<file path="src/rtl/mod_arbiter.sv">
// mod_arbiter: two-requester round-robin front end for a shared
// repeated-subtraction modulo unit. The winning requester's operands are
// latched, A mod B is computed by iterated subtraction, and the remainder
// is returned with a one-cycle done pulse routed to the owning requester.
`timescale 1ns/1ps

module mod_arbiter #(
  parameter int WIDTH = 8
) (
  input  logic             clk,
  input  logic             reset,
  input  logic             req0,
  input  logic [WIDTH-1:0] a0,
  input  logic [WIDTH-1:0] b0,
  input  logic             req1,
  input  logic [WIDTH-1:0] a1,
  input  logic [WIDTH-1:0] b1,
  output logic             gnt0,
  output logic             gnt1,
  output logic             done0,
  output logic             done1,
  output logic [WIDTH-1:0] result,
  output logic             err,
  output logic             busy
);

  typedef enum logic [1:0] {
    IDLE = 2'd0,
    SUB  = 2'd1,
    DONE = 2'd2
  } state_t;

  state_t           state_r, state_nxt_s;
  logic [WIDTH-1:0] rem_r, rem_nxt_s;
  logic [WIDTH-1:0] div_r, div_nxt_s;
  logic [WIDTH-1:0] result_r, result_nxt_s;
  logic             owner_r, owner_nxt_s;
  // last_r remembers who was served most recently; resetting it to 1
  // makes requester 0 win the first contention.
  logic             last_r, last_nxt_s;
  logic             sel_s;
  logic             gnt0_r, gnt0_nxt_s;
  logic             gnt1_r, gnt1_nxt_s;
  logic             done0_r, done0_nxt_s;
  logic             done1_r, done1_nxt_s;
  logic             err_r, err_nxt_s;
  logic             busy_r, busy_nxt_s;

  assign gnt0   = gnt0_r;
  assign gnt1   = gnt1_r;
  assign done0  = done0_r;
  assign done1  = done1_r;
  assign result = result_r;
  assign err    = err_r;
  assign busy   = busy_r;

  // Round-robin pick: a lone request wins, contention goes to the requester not served last.
  always_comb begin
    if (req0 && req1) begin
      sel_s = ~last_r;
    end else if (req1) begin
      sel_s = 1'b1;
    end else begin
      sel_s = 1'b0;
    end
  end

  // Next-state and next-output logic; pulses default low, data registers hold.
  always_comb begin
    state_nxt_s  = state_r;
    rem_nxt_s    = rem_r;
    div_nxt_s    = div_r;
    result_nxt_s = result_r;
    owner_nxt_s  = owner_r;
    last_nxt_s   = last_r;
    err_nxt_s    = err_r;
    gnt0_nxt_s   = 1'b0;
    gnt1_nxt_s   = 1'b0;
    done0_nxt_s  = 1'b0;
    done1_nxt_s  = 1'b0;
    case (state_r)
      IDLE: begin
        if (req0 || req1) begin
          rem_nxt_s   = sel_s ? a1 : a0;
          div_nxt_s   = sel_s ? b1 : b0;
          owner_nxt_s = sel_s;
          last_nxt_s  = sel_s;
          state_nxt_s = SUB;
          if (sel_s) begin
            gnt1_nxt_s = 1'b1;
          end else begin
            gnt0_nxt_s = 1'b1;
          end
        end else begin
          state_nxt_s = IDLE;
        end
      end
      SUB: begin
        if ((div_r == {WIDTH{1'b0}}) || (rem_r < div_r)) begin
          // Divide-by-zero returns the untouched dividend with err set.
          state_nxt_s  = DONE;
          err_nxt_s    = (div_r == {WIDTH{1'b0}});
          result_nxt_s = rem_r;
          if (owner_r) begin
            done1_nxt_s = 1'b1;
          end else begin
            done0_nxt_s = 1'b1;
          end
        end else begin
          // rem_r >= div_r here, so the subtraction cannot wrap.
          rem_nxt_s   = rem_r - div_r;
          state_nxt_s = SUB;
        end
      end
      DONE: begin
        state_nxt_s = IDLE;
      end
      default: begin
        state_nxt_s = IDLE;
      end
    endcase
    busy_nxt_s = (state_nxt_s != IDLE);
  end

  // State, datapath and registered outputs; reset aborts any operation in flight.
  always_ff @(posedge clk or negedge reset) begin
    if (!reset) begin
      state_r  <= IDLE;
      rem_r    <= {WIDTH{1'b0}};
      div_r    <= {WIDTH{1'b0}};
      result_r <= {WIDTH{1'b0}};
      owner_r  <= 1'b0;
      last_r   <= 1'b1;
      err_r    <= 1'b0;
      gnt0_r   <= 1'b0;
      gnt1_r   <= 1'b0;
      done0_r  <= 1'b0;
      done1_r  <= 1'b0;
      busy_r   <= 1'b0;
    end else begin
      state_r  <= state_nxt_s;
      rem_r    <= rem_nxt_s;
      div_r    <= div_nxt_s;
      result_r <= result_nxt_s;
      owner_r  <= owner_nxt_s;
      last_r   <= last_nxt_s;
      err_r    <= err_nxt_s;
      gnt0_r   <= gnt0_nxt_s;
      gnt1_r   <= gnt1_nxt_s;
      done0_r  <= done0_nxt_s;
      done1_r  <= done1_nxt_s;
      busy_r   <= busy_nxt_s;
    end
  end

endmodule

</file>
<file path="config.mk">
export PLATFORM = sky130hd
export DESIGN_NAME = mod_arbiter
export DESIGN_NICKNAME = d
export VERILOG_FILES = /design/src/rtl/mod_arbiter.sv
export SDC_FILE = /design/constraint.sdc
export NUM_CORES = 1
export LEC_CHECK = 0
export BUFFER_PORTS_ARGS = -buffer_cell sky130_fd_sc_hd__buf_2
export CAP_MARGIN = 10
export CORE_ASPECT_RATIO = 0.75
export CORE_MARGIN = 4
export CORE_UTILIZATION = 25
export CTS_CLUSTER_DIAMETER = 50
export DETAILED_ROUTE_END_ITERATION = 7
export PLACE_DENSITY = 0.41
export SLEW_MARGIN = 20
export SYNTH_ARGS = -nofsm -noshare
export SYNTH_HDL_FRONTEND = slang
export SYNTH_SLANG_ARGS = --single-unit
</file>
<file path="constraint.sdc">
create_clock -name clk -period 5.6 [get_ports clk]
set_input_delay 0.28 -clock clk [delete_from_list [all_inputs] [get_ports clk]]
set_output_delay 0.28 -clock clk [all_outputs]
set_load 0.02 [all_outputs]
</file>
==> impl_metrics.py, run 1 <==
metrics = {
    "run_status": {
        "run_status": "completed",
    },
    "clocking": {
        "htree_levels": 2,
        "cts_resized": 0,
        "clock_latency_ns": 0.28,
        "postCtsHoldBufs": 0,
        "path_clk_slew_ns": 0.08,
        "cts-root-buf": "clkbuf_8",
        "cts_buffers": 5,
        "cts_tree": "yes",
        "clock-sinks": 34,
        "cts_setup_buffers": 0,
        "cts.path.max_buffers": 2,
    },
    "power_and_ir_drop": {
        "power_frac_clock_pct": 16.4,
        "power_frac_comb_pct": 56.8,
        "powerDensity_nw_per_um2": 716,
        "irDropWorstVdd_v": 0.000189,
        "power_frac_seq_pct": 26.8,
        "p_leak_uw": 0.00120,
        "p_int_uw": 1010,
        "p_switching_uw": 708,
        "swShare_pct": 41.2,
    },
    "worst_setup_path": {
        "cp_slowest_cell": "o21a_1",
        "crit_arrival_ns": 2.73,
        "worstPathCellList": "inv_1 > ha_1 > fa_1 > and2b_1 > o31a_4 > o211ai_4 > o21a_1 > mux2_1",
        "r2r_start": "rem_r[0]",
        "cp_slowest_stage_delay_ns": 0.49,
        "required_ns": 5.76,
        "worstReg2RegEnd": "rem_r[3]",
        "r2r_cells": 8,
        "crit_path_start_kind": "register",
        "r2r_setup_slack_ns": 3.03,
        "end_kind": "register",
        "critPathKind": "register to register",
        "critPathMaxFanout": 9,
    },
    "layout": {
        "final_nets": 268,
        "final_layout_size_suffix_gt1_share_pct": 35.3,
        "design_area_um2": 2400,
        "multi_input_area_um2": 928,
        "final_cell_mix": "buf_2, dfrtp_1, inv_1",
        "post-route-util_pct": 32.4,
        "antenna_cells_inserted": 0,
        "num-fill-cells": 778,
        "seq_area_um2": 852,
        "layout_commonest_cell": "buf_2",
        "area_delta_synth_final_pct": 24.8,
    },
    "global_route": {
        "grt_pass1_wl_mm": 8.09,
        "antenna_found_initial": 0,
        "grt_pass1_vias": 1509,
        "grt.total_usage_pct": 11.6,
        "grt_max_degree": 35,
        "gr-total-overflow": 0,
    },
    "die": {
        "ioPinCount": 50,
        "fp.dieArea_um2": 9170,
        "fp.dieH_um": 84.0,
        "num_rows": 27,
        "die_x_um": 109,
        "initial_core_util_pct": 26.0,
        "core-area_um2": 7400,
    },
    "drt": {
        "vias": 1455,
        "routed_wl_mm": 4.94,
        "drc": 0,
        "wl_per_cell_um": 15.2,
        "drt_iter0_markers": 45,
        "ant_nets": 0,
        "viasPerCell": 4.48,
        "dr.pass1.iters": 6,
    },
    "synth": {
        "syn-cell-area_um2": 1920,
        "netlist_instances": 172,
        "ys_warn_count": 0,
        "ys_seq_elements": 34,
        "synth_edf_count": 0,
        "synth_nets": 217,
        "dominantRegCellSynth": "dfrtp_1",
        "ys_seq_area_share_pct": 44.3,
        "postSynthAreaPerCell_um2": 11.2,
        "yosysUniqueCellTypes": 51,
        "synth-async-reset-ratio_pct": 100,
    },
    "sta": {
        "rsz0062_at_grt": "false",
        "fin_crit_sh_pct": 45.9,
        "slew_viol_final": 0,
        "tns_ns": 0,
        "setup_violations": 0,
        "clock_skew_ns": 0.00759,
        "layout_setup_ws_ns": 3.03,
        "min_period_ns": 2.57,
        "max_slew_margin_pct": 47.7,
        "hold_viol_final": 0,
        "fmax_mhz": 389,
        "tightest_slew_ns": 0.784,
    },
    "job": {
        "maxCapViolCount": 0,
    },
    "place": {
        "dpl-instance-area_um2": 2260,
        "gp_congestion": 0.815,
        "io_buffers": 49,
        "dpl.hpwl_mm": 3.73,
        "post-place-ws_ns": 3.05,
    },
    "worst_hold_path": {
        "hold_class": "input port to async pin",
    },
}
==> flip-flops by register name, indices dropped and copies added, names as in the netlist <==
name and flops:
busy 1, div_r 8, done0 1, done1 1, err 1, gnt0 1, gnt1 1, last_r 1
owner_r 1, rem_r 8, result 8, state_r 2
==> metrics by stage <==
step / hold WS (ns) / cells / power (µW)
floorplan: -0.0156 / 172 / 1240
global placement: 0.418 / 317 / 1450
detailed placement: 0.416 / 317 / 1450
CTS: 0.100 / 325 / 1740
global route: 0.153 / 325 / 1880
finish: 0.0722 / 325 / 1720
==> cells in the mapped netlist, drive strengths merged, types with 2 or more instances <==
| cell type | count | area share [%] |
|---|---|---|
| a21o | 3 | 1.2 |
| a21oi | 4 | 1.0 |
| a222oi | 8 | 4.2 |
| a22oi | 2 | 1.0 |
| and2 | 3 | 1.1 |
| and3 | 2 | 0.65 |
| buf | 4 | 2.1 |
| clkbuf | 3 | 0.59 |
| dfrtp | 33 | 43 |
| ha | 8 | 5.2 |
| inv | 24 | 4.7 |
| mux2 | 16 | 11 |
| mux2i | 6 | 3.1 |
| nand2 | 2 | 0.39 |
| nor2 | 9 | 1.8 |
| nor2b | 4 | 1.3 |
| nor3 | 2 | 0.52 |
| nor4 | 3 | 0.98 |
| o211ai | 2 | 1.5 |
| o21a | 2 | 0.78 |
| o21ai | 9 | 2.3 |
| o31a | 3 | 1.8 |
| o41ai | 2 | 1.3 |
| or3 | 3 | 1.2 |
==> logic make-up after synthesis <==
kind of cell	synth area share, %
AND/OR/NAND/NOR	9.30
flip-flops	44.3
AO/OA/AOI/OAI	18.9
buffers and inverters	7.42
multiplexers	13.9
adder cells (fa/ha/maj)	6.25
==> critical path, delay by kind of cell (launching register included) <==
kind | cells | cell delay [ns]
compound gates | 3 | 1.04
flops | 1 | 0.38
mux | 1 | 0.38
fa+ha+maj | 2 | 0.36
simple gates | 1 | 0.21
buf+inv | 1 | 0.07
==> layout make-up <==
cell class | instances | area share (%)
Sequential cell | 34 | 35.5
Timing Repair Buffer | 51 | 10.8
Tap cell | 101 | 5.27
Inverter | 24 | 3.75
Clock buffer | 6 | 3.44
Clock inverter | 2 | 2.50
Multi-Input combinational cell | 107 | 38.7
==> layer usage <==
layer | GRT usage [%] | vias to the layer above | part of all wire, %
met5 | 0 | - | 0
met2 | 15.2 | 50 | 37
li1 | - | 730 | -
met3 | 4.10 | 2 | 7.7
met1 | 18.0 | 673 | 55
met4 | 2.38 | 0 | 0.34
==> power by group through the flow <==
stage                     combinational (µW)  sequential (µW)  clock (µW)
after floorplan                          745              494           0
after global placement                   984              465           0
after detailed placement                 979              469           0
after CTS                                985              465         291
after global routing                    1090              483         306
final                                    975              460         282
==> worst max-delay path by stage <==
stage	from	end	slack, ns
detailed placement	rem_r[0]	rem_r[3]	3.05
CTS	rem_r[0]	rem_r[3]	3.00
finish	rem_r[0]	rem_r[3]	3.03
global placement	rem_r[0]	rem_r[5]	3.12
floorplan	rem_r[0]	result[0]	3.41
global route	rem_r[0]	rem_r[3]	2.91
No activity file was read; power rests on OpenSTA's default activity.
==> run 2, diff against run 1 <==
--- a/config.mk
+++ b/config.mk
@@ -5,6 +5,7 @@
 export SDC_FILE = /design/constraint.sdc
 export NUM_CORES = 1
 export LEC_CHECK = 0
+export ABC_AREA = 1
 export BUFFER_PORTS_ARGS = -buffer_cell sky130_fd_sc_hd__buf_2
 export CAP_MARGIN = 10
 export CORE_ASPECT_RATIO = 0.75
@@ -12,7 +13,7 @@
 export CORE_UTILIZATION = 25
 export CTS_CLUSTER_DIAMETER = 50
 export DETAILED_ROUTE_END_ITERATION = 7
-export PLACE_DENSITY = 0.41
+export PLACE_DENSITY = 0.42
 export SLEW_MARGIN = 20
 export SYNTH_ARGS = -nofsm -noshare
 export SYNTH_HDL_FRONTEND = slang
==> constraint.sdc (replaced) <==
create_clock -name clk -period 2.1 [get_ports clk]
set_input_delay 0.105 -clock clk [delete_from_list [all_inputs] [get_ports clk]]
set_output_delay 0.105 -clock clk [all_outputs]
set_load 0.02 [all_outputs]
==> impl_metrics.py, run 2 <==
metrics = {
    "sta": {
        "layout_setup_ws_ns": 0.166,
        "fin_crit_sh_pct": 92.1,
        "clock_skew_ns": 0.00445,
        "tns_ns": 0,
        "tightest_slew_ns": 0.756,
        "max_slew_margin_pct": 49.6,
        "fmax_mhz": 517,
        "rsz0062_at_grt": "false",
        "slew_viol_final": 0,
        "setup_violations": 0,
        "hold_viol_final": 0,
        "min_period_ns": 1.93,
    },
    "global_route": {
        "antenna_found_initial": 0,
        "grt.total_usage_pct": 12.3,
        "grt_pass1_vias": 1659,
        "gr-total-overflow": 0,
        "grt_max_degree": 35,
        "grt_pass1_wl_mm": 8.76,
    },
    "synth": {
        "synthTopCellsByCount": "nand2_1, dfrtp_1, inv_1",
        "ys_seq_area_share_pct": 43.7,
        "synth-compound-area-share_pct": 9.18,
        "synth-xor-area-share_pct": 0.449,
        "syn-cell-area_um2": 1950,
        "dominantRegCellSynth": "dfrtp_1",
        "synth_top_area_share_pct": 42.4,
        "synth_top_area_cell": "dfrtp_1",
        "yosys.area_share.adder_pct": 6.16,
        "yosys.area_share.simple_pct": 33.2,
        "netlist_instances": 245,
        "synth.most_common_cell": "nand2_1",
        "synth-async-reset-ratio_pct": 100,
        "synth_top_family_by_area": "simple AND/OR/NAND/NOR gates",
        "synth_edf_count": 0,
        "synthMuxAreaShare_pct": 0,
        "postSynthAreaPerCell_um2": 7.96,
        "synth_nets": 290,
        "synth.area.top_cells": "dfrtp_1, nand2_1, ha_1",
        "ys_seq_elements": 34,
        "ys_warn_count": 0,
        "yosysUniqueCellTypes": 31,
    },
    "worst_setup_path": {
        "critPathMaxFanout": 14,
        "critPathKind": "register to register",
        "worstPathCellList": "inv_1 > ha_1 > fa_2 > inv_1 > nand2_1 > nand2_1 > nand3b_4 > nand3_4 > nand2_2 > nand2_8 > inv_2 > nand2_1 > nand2_1",
        "required_ns": 2.28,
        "end_kind": "register",
        "cpMostUsedCell": "nand2_1",
        "cp_slowest_cell": "fa_2",
        "crit_arrival_ns": 2.11,
        "r2r_setup_slack_ns": 0.17,
        "cp_slowest_stage_delay_ns": 0.36,
        "crit_path_start_kind": "register",
    },
    "worst_hold_path": {
        "hold_class": "input port to register",
    },
    "clocking": {
        "cts_buffers": 5,
        "cts-root-buf": "clkbuf_8",
        "path_clk_slew_ns": 0.07,
        "htree_levels": 2,
        "clock-sinks": 34,
        "cts_tree": "yes",
        "clock_latency_ns": 0.28,
        "cts.path.max_buffers": 2,
        "cts_setup_buffers": 0,
    },
    "layout": {
        "area_delta_synth_final_pct": 23.9,
        "final_nets": 344,
        "num-fill-cells": 809,
        "antenna_cells_inserted": 0,
        "final_cell_mix": "nand2_1, buf_2, dfrtp_1",
        "layout_commonest_cell": "nand2_1",
        "final_layout_size_suffix_gt1_share_pct": 28.7,
    },
    "power_and_ir_drop": {
        "irDropWorstVdd_v": 0.000434,
        "power_frac_seq_pct": 27.0,
        "p_switching_uw": 2150,
        "powerDensity_nw_per_um2": 1800,
        "swShare_pct": 49.5,
        "power_frac_comb_pct": 61.2,
        "p_int_uw": 2200,
        "p_leak_uw": 0.00130,
        "power_frac_clock_pct": 11.8,
    },
    "job": {
        "maxCapViolCount": 0,
    },
    "die": {
        "fp.dieH_um": 84.5,
        "initial_core_util_pct": 26.1,
        "ioPinCount": 50,
        "core-area_um2": 7470,
        "num_rows": 27,
        "fp.dieArea_um2": 9290,
        "die_x_um": 110,
    },
    "drt": {
        "drt_iter0_markers": 89,
        "dr.pass1.iters": 4,
        "drc": 0,
        "wl_per_cell_um": 13.2,
        "vias": 1673,
        "viasPerCell": 4.17,
        "ant_nets": 0,
        "routed_wl_mm": 5.29,
    },
    "place": {
        "gp_congestion": 0.843,
        "post-place-ws_ns": 0.0714,
        "io_buffers": 49,
        "dpl.hpwl_mm": 4.19,
    },
    "run_status": {
        "run_status": "completed",
    },
}
[run 2: cell types whose count changed in the layout (fill, tap and decap cells not counted), sizes merged, moves of 4 or more]
cell	previous run	this run
o211ai	2	7
mux2i	6	0
nand2	2	94
mux2	16	0
a222oi	8	0
nor2b	4	0
inv	24	28
nand3	1	19
nor2	9	21
[run 2: critical path, delay by kind of cell, from the launching register on]
family / cells / cell delay, ns
buffers and inverters: 3 / 0.20
AND/OR/NAND/NOR: 8 / 0.67
flip-flops: 1 / 0.35
adder cells (fa/ha/maj): 2 / 0.59
[run 2: layout make-up]
cell class / count / area (µm²) / share of cell area [%]
Clock buffer: 6 / 82.6 / 3.42
Clock inverter: 2 / 12.5 / 0.518
Inverter: 28 / 105 / 4.35
Multi-Input combinational cell: 178 / 967 / 40.0
Sequential cell: 34 / 852 / 35.3
Tap cell: 101 / 126 / 5.23
Timing Repair Buffer: 52 / 270 / 11.2
[run 2: stage by stage]
| step | cell area, µm² | total power, µW | instances | util, % | hold WS, ns |
|---|---|---|---|---|---|
| 2_1_floorplan | 1950 | 3200 | 245 | - | -0.191 |
| 3_3_place_gp | 2300 | 3850 | 392 | 30.8 | 0.228 |
| 3_5_place_dp | 2300 | 3830 | 392 | 30.8 | 0.225 |
| 4_1_cts | 2400 | 4370 | 401 | 32.2 | 0.0226 |
| 5_1_grt | 2420 | 4830 | 401 | 32.4 | 0.0438 |
| 6_report | 2420 | 4350 | 401 | 32.4 | 0.0229 |
[run 2: power groups by stage]
stage	clock (µW)	sequential, µW	combinational [µW]
after global placement	0	1190	2660
after detailed placement	0	1190	2650
after global routing	562	1200	3070
after CTS	533	1180	2660
final	514	1180	2660
after floorplan	0	1270	1930
[run 2: cells by family (layout without fill, tap and decap cells)]
group           count (synthesis)  count (layout)
compound gates                 29              29
xor+xnor                        1               1
simple gates                  139             139
fa+ha+maj                       9               9
flops                          34              34
buf+inv                        33              88
[run 2: path summary, 6_finish.rpt]
check | start | end | depth (start not counted)
setup reg to reg | rem_r[0] | result[5] | 13
min in group asynchronous | reset | result[6] | 2
setup / recovery | rem_r[0] | result[5] | 13
hold reg to reg | owner_r | done0 | 1
hold / removal | b0[0] | div_r[0] | 3
max in group asynchronous | reset | gnt0 | 2
[run 2: per-layer routing]
metal | global-route usage (%) | vias to the layer above | share of wire [%]
met1 | 20.3 | 734 | 57
met5 | 0 | - | 0
met4 | 2.38 | 0 | 0.47
met3 | 3.38 | 4 | 6.5
met2 | 15.3 | 48 | 36
li1 | - | 887 | -
[run 2: timing repair]
item | in CTS | in global routing
gates resized for setup | 0 | 2
setup endpoints to repair | 0 | 6
hold buffers | 1 | 0
hold endpoints to repair | 33 | 0
==> run 3, diff against run 2 <==
--- a/config.mk
+++ b/config.mk
@@ -10,11 +10,12 @@
 export CAP_MARGIN = 10
 export CORE_ASPECT_RATIO = 0.75
 export CORE_MARGIN = 4
-export CORE_UTILIZATION = 25
+export CORE_UTILIZATION = 47
 export CTS_CLUSTER_DIAMETER = 50
 export DETAILED_ROUTE_END_ITERATION = 7
-export PLACE_DENSITY = 0.42
+export PLACE_DENSITY = 0.75
 export SLEW_MARGIN = 20
 export SYNTH_ARGS = -nofsm -noshare
 export SYNTH_HDL_FRONTEND = slang
 export SYNTH_SLANG_ARGS = --single-unit
+export TNS_END_PERCENT = 1
==> impl_metrics.py, run 3 (synthesis results as in run 2) <==
metrics = {
    "worst_setup_path": {
        "cpLargestDelayFamily": "simple AND/OR/NAND/NOR gates",
        "end_kind": "register",
        "r2r_setup_slack_ns": 0.12,
        "cp_slowest_cell": "fa_1",
        "cpMostUsedCell": "nand2_1",
        "critPathMaxFanout": 14,
        "r2r_start": "rem_r[0]",
        "required_ns": 2.28,
        "worstPathCellList": "inv_1 > ha_1 > fa_1 > inv_1 > nand2_1 > nand2_1 > nand3b_4 > nand3_4 > nand2_2 > nand2_8 > inv_2 > nand2_1 > nand2_1",
        "crit_arrival_ns": 2.17,
        "cp_num_buf_inv": 3,
        "worstReg2RegEnd": "result[3]",
        "r2r_cells": 13,
        "critPathKind": "register to register",
        "cp_slowest_stage_delay_ns": 0.40,
        "crit_path_start_kind": "register",
    },
    "run_status": {
        "run_status": "completed",
    },
    "clocking": {
        "cts-root-buf": "clkbuf_8",
        "htree_levels": 2,
        "cts_tree": "yes",
        "cts_buffers": 5,
        "cts.path.max_buffers": 2,
        "path_clk_slew_ns": 0.07,
        "clock-sinks": 34,
        "clock_latency_ns": 0.29,
    },
    "die": {
        "fp.dieH_um": 63.8,
        "fp.dieArea_um2": 5250,
        "num_rows": 19,
        "ioPinCount": 50,
        "die_x_um": 82.4,
        "initial_core_util_pct": 50.9,
        "core-area_um2": 3830,
    },
    "layout": {
        "antenna_cells_inserted": 0,
        "stdcell_count": 352,
        "post-route-util_pct": 61.7,
        "final_layout_size_suffix_gt1_share_pct": 28.3,
        "final_cell_mix": "nand2_1, buf_2, dfrtp_1",
        "area_delta_synth_final_pct": 21.1,
        "layout_commonest_cell": "nand2_1",
        "final_nets": 344,
    },
    "sta": {
        "setup_violations": 0,
        "hold_viol_final": 0,
        "rsz0062_at_grt": "true",
        "tightest_slew_ns": 0.740,
        "clock_skew_ns": 0.00398,
        "fin_crit_sh_pct": 94.5,
        "fin_worst_hold_slack_ns": 0.0298,
        "slew_viol_final": 0,
        "fmax_mhz": 504,
        "max_slew_margin_pct": 50.6,
        "min_period_ns": 1.98,
    },
    "power_and_ir_drop": {
        "p_leak_uw": 0.00130,
        "p_total_uw": 4370,
        "powerDensity_nw_per_um2": 1850,
        "irDropWorstVdd_v": 0.000744,
    },
    "drt": {
        "dr.pass1.iters": 4,
        "wl_per_cell_um": 12.9,
        "drt_iter0_markers": 85,
        "ant_nets": 0,
        "viasPerCell": 4.93,
        "drc": 0,
        "routed_wl_mm": 4.54,
        "vias": 1736,
    },
    "place": {
        "gp_congestion": 0.889,
        "dpl.hpwl_mm": 3.45,
        "io_buffers": 49,
        "dpl.cell_count": 343,
    },
    "global_route": {
        "grt.total_usage_pct": 18.7,
        "grt_pass1_wl_mm": 7.43,
        "grt_pass1_vias": 1552,
        "antenna_found_initial": 0,
        "grt_max_degree": 35,
        "gr-total-overflow": 0,
    },
    "worst_hold_path": {
        "hold_class": "input port to register",
        "whs_path_depth": 3,
        "min_from": "b0[0]",
        "whs_endpoint": "div_r[0]",
    },
    "job": {
        "maxCapViolCount": 0,
    },
}
run 3: cell counts in the layout (fill, tap and decap cells not counted):
No cell type changed its count.
run 3: power breakdown:
part / switching [µW] / total [µW] / internal [µW]
Combinational: 1710 / 2690 / 979
Clock: 253 / 516 / 263
Sequential: 186 / 1160 / 977
run 3: how the worst max path moves through the flow:
| stage | startpoint | endpoint | slack (ns) | cells past startpoint |
|---|---|---|---|---|
| after detailed placement | rem_r[0] | result[3] | 0.10 | 13 |
| after global routing | rem_r[0] | result[3] | -0.01 | 13 |
| after global placement | rem_r[0] | rem_r[5] | 0.19 | 12 |
| final | rem_r[0] | result[3] | 0.12 | 13 |
| after CTS | rem_r[0] | result[3] | 0.09 | 13 |
| after floorplan | rem_r[0] | result[2] | 0.32 | 13 |
run 3: metal layers:
| metal | GRT usage [%] | wire length [µm] | vias up |
|---|---|---|---|
| met4 | 5.60 | 51 | 0 |
| li1 | - | - | 888 |
| met1 | 27.9 | 2200 | 794 |
| met2 | 25.6 | 1990 | 49 |
| met5 | 0 | 0 | - |
| met3 | 5.90 | 301 | 5 |
run 3: timing repair:
| item | CTS | global route |
|---|---|---|
| hold endpoints to repair | 33 | 0 |
| gates resized for setup | 0 | 3 |
| hold buffers | 1 | 0 |
| setup endpoints to repair | 0 | 7 |
| setup buffers | 0 | 0 |
run 3: tightest hold or removal path, stage by stage:
cell,delay (ns)
buf_2,0.08
nand2_1,0.04
nand3_1,0.06
run 3: per-stage QoR:
| stage | instance area, µm² | worst slack, ns | setup TNS, ns |
|---|---|---|---|
| 2_1_floorplan | 1950 | 0.318 | 0 |
| 3_3_place_gp | 2240 | 0.188 | 0 |
| 3_5_place_dp | 2240 | 0.101 | 0 |
| 4_1_cts | 2340 | 0.0874 | 0 |
| 5_1_grt | 2360 | -0.0144 | -0.0186 |
| 6_report | 2360 | 0.115 | 0 |
run 3: final cells by class:
type / count / area [µm²]
clock buffer: 6 / 82.6
clock inverter: 2 / 12.5
fill: 360 / 1470
inverter: 28 / 105
multi-input combinational: 178 / 973
sequential: 34 / 852
tap: 52 / 65.1
timing repair buffer: 52 / 270
